## config.mk

```make
export PLATFORM = sky130hd
export DESIGN_NAME = change_event_logger_flat
export DESIGN_NICKNAME = d
export VERILOG_FILES = /design/src/rtl/change_event_logger_if.sv /design/src/rtl/change_event_logger.sv /design/src/flat_wrapper.sv
export SDC_FILE = /design/constraint.sdc
export NUM_CORES = 1
export LEC_CHECK = 0
export CORE_MARGIN = 3
export CORE_UTILIZATION = 64
export CTS_BUF_LIST = sky130_fd_sc_hd__clkbuf_16
export DETAILED_ROUTE_END_ITERATION = 8
export GPL_TIMING_DRIVEN = 0
export HOLD_SLACK_MARGIN = 0.02
export PLACE_DENSITY = 0.83
export SYNTH_ARGS = -nofsm -noshare
export SYNTH_HDL_FRONTEND = slang
export SYNTH_SLANG_ARGS = --single-unit
```

## constraint.sdc

```tcl
create_clock -name clk -period 15.08 [get_ports clk]
set_input_delay 3.77 -clock clk [delete_from_list [all_inputs] [get_ports clk]]
set_output_delay 3.77 -clock clk [all_outputs]
set_load 0.005 [all_outputs]
```

## src/rtl/change_event_logger_if.sv

```systemverilog
// Event-record handshake between the change logger (master) and a consumer (slave).
//   ev_valid : record available at head of the log
//   ev_ready : consumer takes the head record this cycle
//   ev_data  : logged bus value
//   ev_time  : timestamp at which the value was sampled
//   ev_lost  : one or more events were dropped just before this record
interface change_event_logger_if #(
    parameter int DATA_W = 4,
    parameter int TS_W   = 16
);
    logic              ev_valid;
    logic              ev_ready;
    logic [DATA_W-1:0] ev_data;
    logic [TS_W-1:0]   ev_time;
    logic              ev_lost;

    modport master (output ev_valid, ev_data, ev_time, ev_lost, input ev_ready);
    modport slave  (input ev_valid, ev_data, ev_time, ev_lost, output ev_ready);
endinterface

```

## src/rtl/change_event_logger.sv

```systemverilog
// Value-change logger: samples a narrow bus on enabled cycles, and on every
// change (plus the first sample after reset) stores {value, timestamp, lost}
// in a show-ahead FIFO drained over a valid/ready interface.
// Ports:
//   clk, rst      : clock, synchronous active-high reset
//   sample_en     : sample_data is valid this cycle
//   sample_data   : monitored bus
//   ev            : event record output (master side of change_event_logger_if)
//   fifo_level    : number of stored records
//   drop_cnt      : saturating count of events dropped on a full FIFO
//   clear_drops   : synchronous clear of drop_cnt (wins over a same-cycle drop)
module change_event_logger #(
    parameter int DATA_W = 4,
    parameter int TS_W   = 16,
    parameter int DEPTH  = 8,
    parameter int DROP_W = 8
) (
    input  logic                     clk,
    input  logic                     rst,
    input  logic                     sample_en,
    input  logic [DATA_W-1:0]        sample_data,
    change_event_logger_if.master    ev,
    output logic [$clog2(DEPTH):0]   fifo_level,
    output logic [DROP_W-1:0]        drop_cnt,
    input  logic                     clear_drops
);
    localparam int PTR_W = $clog2(DEPTH);
    localparam int LVL_W = PTR_W + 1;

    typedef struct packed {
        logic [DATA_W-1:0] data;
        logic [TS_W-1:0]   time_s;
        logic              lost;
    } rec_t;

    rec_t              mem_q [DEPTH];
    logic [TS_W-1:0]   ts_q, ts_d;
    logic [DATA_W-1:0] last_q, last_d;
    logic              first_q, first_d;
    logic [PTR_W-1:0]  wr_ptr_q, wr_ptr_d;
    logic [PTR_W-1:0]  rd_ptr_q, rd_ptr_d;
    logic [LVL_W-1:0]  level_q, level_d;
    logic [DROP_W-1:0] drop_q, drop_d;
    logic              lost_q, lost_d;

    logic trigger, pop, push, drop, full;
    rec_t rec_d, head;

    always_comb begin
        trigger = sample_en & (first_q | (sample_data != last_q));
        full    = (level_q == LVL_W'(DEPTH));
        pop     = (level_q != '0) & ev.ev_ready;
        // A full FIFO still accepts a push when the head leaves in the same cycle.
        push    = trigger & (~full | pop);
        drop    = trigger & full & ~pop;

        rec_d.data   = sample_data;
        rec_d.time_s = ts_q;
        rec_d.lost   = lost_q;

        ts_d     = ts_q + TS_W'(1);
        last_d   = sample_en ? sample_data : last_q;
        first_d  = first_q & ~sample_en;
        wr_ptr_d = push ? wr_ptr_q + PTR_W'(1) : wr_ptr_q;
        rd_ptr_d = pop  ? rd_ptr_q + PTR_W'(1) : rd_ptr_q;

        level_d = level_q;
        case ({push, pop})
            2'b10:   level_d = level_q + LVL_W'(1);
            2'b01:   level_d = level_q - LVL_W'(1);
            default: level_d = level_q;
        endcase

        drop_d = drop_q;
        if (clear_drops)
            drop_d = '0;
        else if (drop && (drop_q != '1))
            drop_d = drop_q + DROP_W'(1);

        // push and drop are mutually exclusive, so the order here is free.
        lost_d = lost_q;
        if (push)
            lost_d = 1'b0;
        else if (drop)
            lost_d = 1'b1;
    end

    always_ff @(posedge clk) begin
        if (rst) begin
            ts_q     <= '0;
            last_q   <= '0;
            first_q  <= 1'b1;
            wr_ptr_q <= '0;
            rd_ptr_q <= '0;
            level_q  <= '0;
            drop_q   <= '0;
            lost_q   <= 1'b0;
        end else begin
            ts_q     <= ts_d;
            last_q   <= last_d;
            first_q  <= first_d;
            wr_ptr_q <= wr_ptr_d;
            rd_ptr_q <= rd_ptr_d;
            level_q  <= level_d;
            drop_q   <= drop_d;
            lost_q   <= lost_d;
        end
    end

    // Storage is not reset; the output gating below hides stale contents.
    always_ff @(posedge clk) begin
        if (!rst && push)
            mem_q[wr_ptr_q] <= rec_d;
    end

    always_comb begin
        head        = mem_q[rd_ptr_q];
        ev.ev_valid = (level_q != '0);
        ev.ev_data  = ev.ev_valid ? head.data   : '0;
        ev.ev_time  = ev.ev_valid ? head.time_s : '0;
        ev.ev_lost  = ev.ev_valid ? head.lost   : 1'b0;
        fifo_level  = level_q;
        drop_cnt    = drop_q;
    end
endmodule

```

## src/flat_wrapper.sv

```systemverilog
// flat-port wrapper written by rule: the top's interface ports become plain ports
module change_event_logger_flat 
#(
    parameter int DATA_W = 4,
    parameter int TS_W   = 16,
    parameter int DEPTH  = 8,
    parameter int DROP_W = 8
)
  (clk, rst, sample_en, sample_data, fifo_level, drop_cnt, clear_drops, ev_ev_valid, ev_ev_data, ev_ev_time, ev_ev_lost, ev_ev_ready);
  change_event_logger_if #(.DATA_W(DATA_W), .TS_W(TS_W)) ev_i ();
  input  logic clk;
  input  logic rst;
  input  logic sample_en;
  input  logic [DATA_W-1:0] sample_data;
  output logic [$clog2(DEPTH):0] fifo_level;
  output logic [DROP_W-1:0] drop_cnt;
  input  logic clear_drops;
  output wire logic [$bits(ev_i.ev_valid)-1:0] ev_ev_valid;
  output wire logic [$bits(ev_i.ev_data)-1:0] ev_ev_data;
  output wire logic [$bits(ev_i.ev_time)-1:0] ev_ev_time;
  output wire logic [$bits(ev_i.ev_lost)-1:0] ev_ev_lost;
  input wire logic [$bits(ev_i.ev_ready)-1:0] ev_ev_ready;
  assign ev_ev_valid = ev_i.ev_valid;
  assign ev_ev_data = ev_i.ev_data;
  assign ev_ev_time = ev_i.ev_time;
  assign ev_ev_lost = ev_i.ev_lost;
  assign ev_i.ev_ready = ev_ev_ready;
  change_event_logger #(.DATA_W(DATA_W), .TS_W(TS_W), .DEPTH(DEPTH), .DROP_W(DROP_W)) u_core (.clk(clk), .rst(rst), .sample_en(sample_en), .sample_data(sample_data), .ev(ev_i), .fifo_level(fifo_level), .drop_cnt(drop_cnt), .clear_drops(clear_drops));
endmodule
```

== Yosys cells after proc, flatten, opt, wreduce, memory -nomap -nowiden ==
Memories as Yosys holds them, arrays and structs flattened. A register that Yosys moved wholly into a read port is not among the register bits.
Index checks and enable logic that the tools add are counted.
Word-level totals
  bits in latches: 0
  memories kept: 1
  output and inout port bits: 34
  bits in writable memories: 168
  bits in read-only memories: 0
  logic and storage cells: 46
  bits of input ports: 9
  register bits: 40
Memories
  u_core.mem_q: words 8, bits a word 21, rd ports 1, clocked after memory_dff 1, write ports 1, RTL line change_event_logger.sv:36  | rec_t mem_q [DEPTH];
Cells by class
  divide/modulo/power cells: 0
  bitwise logic cells: 11
  multiplexer cells: 8
  reductions and logical operators: 7
  equality and inequality tests: 5
  magnitude comparators: 0
  add/subtract/negate cells: 6
  multipliers: 0
  shift-type cells: 0
Operators with widths (number)
  $add 16x1->16 const B: 1
  $mux 16: 1
  $add 8x1->8 const B: 1
  $ne 8x8->1 const B: 1
  $pmux 4 s2: 1
  $add 3x1->3 const B: 2
  $and 1x1->1: 6
  $mux 3: 2
  $add 4x1->4 const B: 1
  $eq 4x4->1 const B: 1
  $mux 4: 1
  $ne 4x4->1: 1
  $reduce_bool 4->1: 1
  $reduce_or 2->1: 2
  $sub 4x1->4 const B: 1
  $mux 1: 3
  $not 1->1: 3
  $eq 2x1->1 const B: 1
  $eq 2x2->1 const B: 1
  $logic_and 1x1->1: 2
  $or 1x1->1: 2
  $reduce_bool 2->1: 1
  $logic_not 1->1: 1

== Longest topological paths before layout ==
Gate-level depths: netlist (run 1).
  word-level depth: 7
  gate-level depth with buffers: 12
  mapped depth without buffers: 12

== Worst setup path after synthesis (run 1) ==
No wires, ideal clock.
  kind: input to register
  from: in sample_en
  to: mem u_core.mem_q[2][0] (netlist bit), enable pin
  data required time: 14.620 ns
  slack: 7.668 ns
  buffers on the path: 1
  data arrival time: 6.952 ns
  stages on the path: 5
  setup time: 0.460 ns
  cell sequence: clkbuf_1 o21ai_0 a21oi_1 nand2b_1 nor4b_1
On the way
  cells in the longest elaborated chain, start to end: 5
RTL lines
  from (decl): RTL line flat_wrapper.sv:13  | input logic sample_en;
  $and 1x1->1: RTL line change_event_logger.sv:50  | trigger = sample_en & (first_q | (sample_data != last_q));
  $and 1x1->1: RTL line change_event_logger.sv:54  | push = trigger & (~full | pop);
  $logic_and 1x1->1: RTL line change_event_logger.sv:112  | if (!rst && push)
  $mux 1: RTL line change_event_logger.sv:112
  $mux 1 (not written as such): RTL line change_event_logger.sv:113  | mem_q[wr_ptr_q] <= rec_d;
  to (decl): RTL line change_event_logger.sv:36
No other way between the ends.

==> reports/qor.yml, run 1 <==
final.fill_count: 730
worstSetupPathType: "register to output port"
drt_iter0_markers: 426
syn_area_per_cell_um2: 17.0
synth_edf_count: 168
slew_headroom_pct: 38.2
die_w_um: 120
layout_min_cycle_time_ps: 6710
post-route-period-util_pct: 44.5
cts_made_buffers: 20
p_per_area_nw_per_um2: 145
worst_path_max_delay_cell: "clkbuf_1"
num_antenna_cells: 0
port_buffers: 40
setup_viol: 0
p_leak_nw: 3.27
multiInputGateArea_um2: 2380
ys.flop_type: "edfxtp_1"
hold_class: "register to register"
post_drt_wl_per_cell_um: 21.8
clock_latency_ps: 480
gp_congestion: 0.797
maxSlewViolCount: 0
cp_top_family: "buffers and inverters"
cts_resized: 0
dr.pass1.iters: 5
outcome: "finished, final reports clean"
htreeDepth: 1
slowest_delay_ps: 620
cts_setup_buffers: 0
postSynthCellCount: 493
crit_buf_inv: 3
synth.net_count: 509
clock.fmax_mhz: 149
dieArea_um2: 14500
placed_area_um2: 9240
dp_hpwl_mm: 10.6
cp.arrival_ps: 2940
seq_area_frac_synth_pct: 70.5
overflow: 0
skew_ps: 5.36
cap_violations: 0
syn-cell-area_um2: 8380
ctsHoldBuffers: 0
final_cell_area_um2: 9840
irDropWorstVdd_mv: 0.132
place_ws_ps: 7950
num_vias: 4608
synth.distinct_cells: 40
end_kind: "output port"
cp_cell_sequence: "clkbuf_1 -> clkbuf_1 -> mux4_2 -> mux2i_1 -> nor2_1 -> clkdlybuf4s50_1"
crit_path_start_kind: "register"
area_delta_synth_final_pct: 17.5
hold_viol: 0
clockRootBuffer: "clkbuf_16"
nets: 587
antenna_found_initial: 0
grt_max_degree: 16
cts_tree: "yes"
synthArstFlopShare_pct: 0
initial_core_util_pct: 65.8
setup_tns_ps: 0
io_pins: 43
core_area_um2: 12700
routed_wirelength_mm: 16.5
synth_warnings: 0
ant_nets: 0
finalWorstSetupSlack_ps: 8370
clkTransAtPathRegs_ps: 60
fp.dieH_um: 120
crit_path_frequent_cell: "clkbuf_1"
grt_first_pass_wirelength_mm: 26.5
grt_pass1_vias: 4811
synth-seq-cells: 211
path_max_fanout: 10
worst_pin_slew_ps: 927
required_ps: 11310
grt_setup_unrepaired: "no"
cts_sinks: 211
timing.hold.ws_ps: 479
rows: 41
routed_via_density: 6.09
drive_gt1_share_pct: 18.5
remaining_drc_errors: 0
grtUsageTotal_pct: 24.0
rrSetupSlack_ps: 12040
seqCellArea_um2: 5910
clockBufferDepth: 3
area by class of cell:
| cell class | count | area share (%) |
|---|---|---|
| Sequential cell | 211 | 60.0 |
| Multi-Input combinational cell | 251 | 24.2 |
| Clock inverter | 15 | 0.839 |
| Clock buffer | 21 | 5.34 |
| Tap cell | 172 | 2.19 |
| Buffer | 23 | 0.928 |
| Timing Repair Buffer | 56 | 6.18 |
| Inverter | 8 | 0.305 |
power by group:
group          switching (mW)  internal (mW)  leakage [nW]
logic                   0.146          0.164          1.03
registers              0.0129          0.644          1.91
clock network           0.194          0.267         0.336
cells by family after synthesis:
logic type               share of synthesized area, %
XOR/XNOR                                         2.40
multiplexers                                     15.3
flip-flops                                       70.5
AND/OR/NAND/NOR                                  6.51
adder cells (fa/ha/maj)                          1.14
buffers and inverters                            1.45
AO/OA/AOI/OAI                                    2.69
synth_stat cells, drive strengths merged, types with 11 or more instances:
library cell	number	area share (%)
edfxtp	168	60
nor2	67	3.0
dfxtp	43	10
mux4	42	11
mux2i	28	3.3
clkbuf	15	0.67
a21oi	12	0.72
xor2	12	1.3
nand2	11	0.49
xnor2	11	1.2
metal layers:
layer  share of wire (%)  track usage [%]  vias to the layer above
li1                    -                -                     2061
met1                  40             32.5                     2316
met2                  51             41.5                      186
met3                 6.3             3.23                       45
met4                 2.8             7.08                        0
met5                   0                0                        -
cell usage in the layout (no fill, tap or decap), drive strengths merged, types with 2 or more instances in the layout:
cell type	netlist	final
a2111oi	3	3
a21o	3	3
a21oi	12	12
a31o	3	3
and2	2	2
and3	3	3
and4	2	2
buf	8	24
clkbuf	15	36
clkdlybuf4s50	0	40
clkinv	0	3
dfxtp	43	43
edfxtp	168	168
ha	6	6
inv	8	19
mux2	5	5
mux2i	28	28
mux4	42	42
nand2	11	11
nand2b	2	2
nand3	8	8
nand4	4	4
nor2	67	67
nor2b	4	4
nor3	2	2
nor4	2	2
nor4b	2	2
o21ai	5	5
or2	2	2
or3	5	5
xnor2	11	11
xor2	12	12
stage by stage:
step | total power, mW | util (%) | std cells
floorplan | 0.841 | - | 493
global placement | 0.967 | 70.7 | 705
detailed placement | 0.982 | 72.6 | 721
CTS | 1.44 | 77.4 | 757
global route | 1.49 | 77.4 | 757
finish | 1.43 | 77.4 | 757
worst paths after layout:
check                                startpoint                           endpoint  depth (start not counted)
setup / recovery                       register                      ev_ev_data[0]                          6
hold / removal        u_core.first_q$_SDFF_PP1_          u_core.first_q$_SDFF_PP1_                          1
setup reg to reg  u_core.last_q[2]$_SDFFE_PP0P_  u_core.fifo_level[3]$_SDFFE_PP0P_                         11
hold reg to reg       u_core.first_q$_SDFF_PP1_          u_core.first_q$_SDFF_PP1_                          1
state kept, by name, indices dropped and copies added (netlist names), named ones only:
| register | count |
|---|---|
| u_core.lost_q | 1 |
| u_core.ts_q | 16 |
| u_core.wr_ptr_q | 3 |
| u_core.last_q | 4 |
| u_core.mem_q | 168 |
| u_core.rd_ptr_q | 3 |
| u_core.drop_cnt | 8 |
| u_core.first_q | 1 |
| u_core.fifo_level | 4 |
Power figures use the tool's default switching activity.
==> run 2, diff against run 1 <==
Settings changed: CORE_UTILIZATION 64 to 59, PLACE_DENSITY 0.83 to 0.78.
Clock period 15.08 ns to 6.45 ns, I/O delays scaled along.
==> reports/qor.yml, run 2 (same netlist as run 1, synthesis figures left out) <==
outcome: "finished, final reports clean"
nets: 587
irDropWorstVdd_mv: 0.218
ff2ff_path_depth: 12
cp.arrival_ps: 2910
antenna_found_initial: 0
drt_iter0_markers: 372
die_w_um: 125
initial_core_util_pct: 61.8
setup_viol: 0
ant_nets: 0
timing.hold.ws_ps: 483
crit_path_frequent_cell: "clkbuf_1"
cap_violations: 0
grt_setup_unrepaired: "no"
skew_ps: 9.09
p_per_area_nw_per_um2: 347
crit_path_start_kind: "register"
ctsHoldBuffers: 0
hold_viol: 0
worst_path_max_delay_cell: "clkbuf_1"
post_drt_wl_per_cell_um: 22.0
core_area_um2: 13600
end_kind: "output port"
required_ps: 4840
clock.fmax_mhz: 221
maxSlewViolCount: 0
cts_made_buffers: 20
layout_common_cells: "168 x edfxtp_1, 63 x nor2_1, 43 x dfxtp_1"
clockBufferDepth: 3
cp_cell_sequence: "clkbuf_1 -> clkbuf_1 -> mux4_2 -> mux2i_1 -> nor2_1 -> clkdlybuf4s50_1"
hold_depth: 1
crit_buf_inv: 3
rows: 42
io_pins: 43
path_max_fanout: 10
grt_max_degree: 16
area_delta_synth_final_pct: 18.1
slew_headroom_pct: 34.9
grtUsageTotal_pct: 21.6
clockRootBuffer: "clkbuf_16"
crit_cells: 6
layout_commonest_cell: "edfxtp_1"
top_register: "u_core.mem_q"
place_ws_ps: 1430
worstSetupPathType: "register to output port"
slowest_delay_ps: 630
routed_wirelength_mm: 16.8
gp_congestion: 0.799
hold_class: "register to register"
dr.pass1.iters: 4
grt_pass1_vias: 4910
cts_setup_buffers: 0
p_leak_nw: 3.29
cts_tree: "yes"
dieArea_um2: 15700
cts_sinks: 211
clock_latency_ps: 480
post-route-period-util_pct: 70.1
cts_resized: 0
htreeDepth: 1
dp_hpwl_mm: 10.8
layout_min_cycle_time_ps: 4520
cp_top_family: "buffers and inverters"
overflow: 0
num_vias: 4599
routed_via_density: 6.04
worst_pin_slew_ps: 976
remaining_drc_errors: 0
finalWorstSetupSlack_ps: 1930
clkTransAtPathRegs_ps: 60
fp.dieH_um: 125
port_buffers: 40
grt_first_pass_wirelength_mm: 26.5
largest_reg_flops: 168
drive_gt1_share_pct: 19.7
num_antenna_cells: 0
[run 2: per-stage QoR]
step	instance area, um^2	cells	power [mW]	util [%]	TNS, ps
2_1_floorplan	8380	493	1.97	-	0
3_3_place_gp	9000	709	2.27	66.4	-109880
6_report	9900	761	3.44	73.0	0
4_1_cts	9900	761	3.46	73.0	0
5_1_grt	9900	761	3.57	73.0	0
3_5_place_dp	9220	725	2.30	68.0	0
[run 2: final cells by class]
class                           instances  area, um^2
Timing Repair Buffer                   56         588
Buffer                                 23        91.3
Tap cell                              176         220
Multi-Input combinational cell        251        2380
Clock buffer                           24         601
Fill cell                             827        3660
Clock inverter                         12        76.3
Sequential cell                       211        5910
Inverter                                8        30.0
[run 2: final timing paths]
path                                     start                                 to  slack, ps
max                                   register                     ev_ev_time[15]       1930
min reg2reg          u_core.first_q$_SDFF_PP1_          u_core.first_q$_SDFF_PP1_        480
max reg2reg  u_core.fifo_level[0]$_SDFFE_PP0P_  u_core.fifo_level[3]$_SDFFE_PP0P_       3400
min                  u_core.first_q$_SDFF_PP1_          u_core.first_q$_SDFF_PP1_        480
[run 2: metal layers]
layer	share of wire, %	global-route usage, %
met5	0	0
met4	2.3	6.63
met3	6.8	3.80
met2	50	35.9
met1	41	29.6
[run 2: power by group]
group | leakage, nW | internal [mW] | switching (mW)
Sequential | 1.91 | 1.51 | 0.0294
Clock | 0.355 | 0.701 | 0.475
Combinational | 1.02 | 0.384 | 0.343
Total | 3.29 | 2.59 | 0.847
==> edit (settings of run 2) <==
`DATA_W` is set to 4 in 3 places; all go to 6.
--- a/src/rtl/change_event_logger_if.sv
+++ b/src/rtl/change_event_logger_if.sv
@@ -5,7 +5,7 @@
 //   ev_time  : timestamp at which the value was sampled
 //   ev_lost  : one or more events were dropped just before this record
 interface change_event_logger_if #(
-    parameter int DATA_W = 4,
+    parameter int DATA_W = 6,
     parameter int TS_W   = 16
 );
     logic              ev_valid;
--- a/src/rtl/change_event_logger.sv
+++ b/src/rtl/change_event_logger.sv
@@ -10,7 +10,7 @@
 //   drop_cnt      : saturating count of events dropped on a full FIFO
 //   clear_drops   : synchronous clear of drop_cnt (wins over a same-cycle drop)
 module change_event_logger #(
-    parameter int DATA_W = 4,
+    parameter int DATA_W = 6,
     parameter int TS_W   = 16,
     parameter int DEPTH  = 8,
     parameter int DROP_W = 8
--- a/src/flat_wrapper.sv
+++ b/src/flat_wrapper.sv
@@ -1,7 +1,7 @@
 // flat-port wrapper written by rule: the top's interface ports become plain ports
 module change_event_logger_flat 
 #(
-    parameter int DATA_W = 4,
+    parameter int DATA_W = 6,
     parameter int TS_W   = 16,
     parameter int DEPTH  = 8,
     parameter int DROP_W = 8
Interface: changed (resized ev_ev_data and sample_data); port bits go from 43 to 47. The function was not compared with the original's and may differ.
==> edit against run 2 <==
Total power rose by 7.1%. Critical endpoint is now ev_ev_data[5]. Sequential share of layout area up 0.056 points. Non-clock buffer count grew 9. Wire length grew 9.9%. Utilization decreased by 0.62 points. Clock skew is essentially flat. Combinational power is 5.9% higher. Hold slack gained 0.032 ns. Design area grew 8.7%. Area after synthesis up 9.2%. Worst setup slack lost 0.15 ns. Sequential cell count rose by 18. Final cell count grew 7.2%. First-iteration DRC count increased by 57%. Largest cell class unchanged.
==> edit: results (changes against run 2) <==
- FF-to-FF End: u_core.mem_q[6][10]$_DFFE_PP_
- reg-to-reg critical path startpoint: u_core.last_q[4]$_SDFFE_PP0P_
- Post-Place Worst Slack: 1.35 ns, -0.0840 ns
- number of flip-flops under the largest register name: 184, +9.5%
- DP Wirelength: 11700 um, +8.8%
- static leakage: 0.00358 uW, +8.8%
- ratio of cells with drive above 1 in the final layout: 20.7%, +1.1 points
- Max IR drop VDD: 0.000252 V, +15%
- switching component of the power: 919 uW, +8.4%
- part of the Yosys area used for sequential elements: 70.2%, -0.27 points
- depth of the most critical reg-to-reg path: 7, -5
- count of flip-flops with a built-in enable after synthesis: 184, +9.5%
- post-synthesis mux area share: 15.8%, +0.51 points
- internal power contribution: 2760 uW, +6.6%
- via count of the routed design: 4988, +8.5%
- top cells by area in the synthesized netlist: sky130_fd_sc_hd__edfxtp_1, sky130_fd_sc_hd__mux4_2, sky130_fd_sc_hd__dfxtp_1
- Min-Delay Path Depth: 2, +1
- Hold Path Origin: u_core.rd_ptr_q[1]$_SDFFE_PP0N_
- peak per-stage delay on the critical path: 0.65 ns, +0.02 ns
- total track usage: 22.7%, +1.2 points
- internal reg-to-reg setup slack: 3.39 ns, about the same
- global-route wire length before repair: 29200 um, +10%
- xor and xnor area share after synthesis: 2.11%, -0.30 points
- synthesized-area fraction occupied by ao, oa, aoi and oai cells: 2.57%, -0.12 points
- fin nets: 634, +8.0%
- weighted congestion reported at the end of routability-driven placement: 0.746, -6.6%
- final clock skew: 0.00936 ns, +0.000271 ns
- Syn Inst Count: 527, +6.9%
- number of port buffers: 43, +7.5%
- Routed WL: 18400 um, +9.9%
- seq pwr: 1660 uW, +8%
- run status: completed
[edit: cell count changes after synthesis, moves of 3 or more]
cell,before,now
sky130_fd_sc_hd__xnor2_1,11,8
sky130_fd_sc_hd__mux2i_1,28,34
sky130_fd_sc_hd__mux4_2,42,46
sky130_fd_sc_hd__nand2_1,11,17
sky130_fd_sc_hd__edfxtp_1,168,184
sky130_fd_sc_hd__nor3_2,1,4
sky130_fd_sc_hd__nor3_1,1,4
sky130_fd_sc_hd__mux2_4,0,4
sky130_fd_sc_hd__nor2_1,67,58
sky130_fd_sc_hd__mux2_2,5,1
[edit: cell type report]
class,count,area (um2)
tap,184,230
clock inverter,18,131
buffer,24,96.3
inverter,7,26.3
fill,872,4110
timing repair buffer,64,611
sequential,229,6430
clock buffer,23,576
multi-input combinational,267,2660
[edit: routing by layer]
layer	vias up	global-route usage (%)	routed length (um)
met4	0	6.65	308
met3	24	3.58	983
li1	2226	-	-
met2	159	37.2	9280
met5	-	0	0
met1	2579	32.3	7850
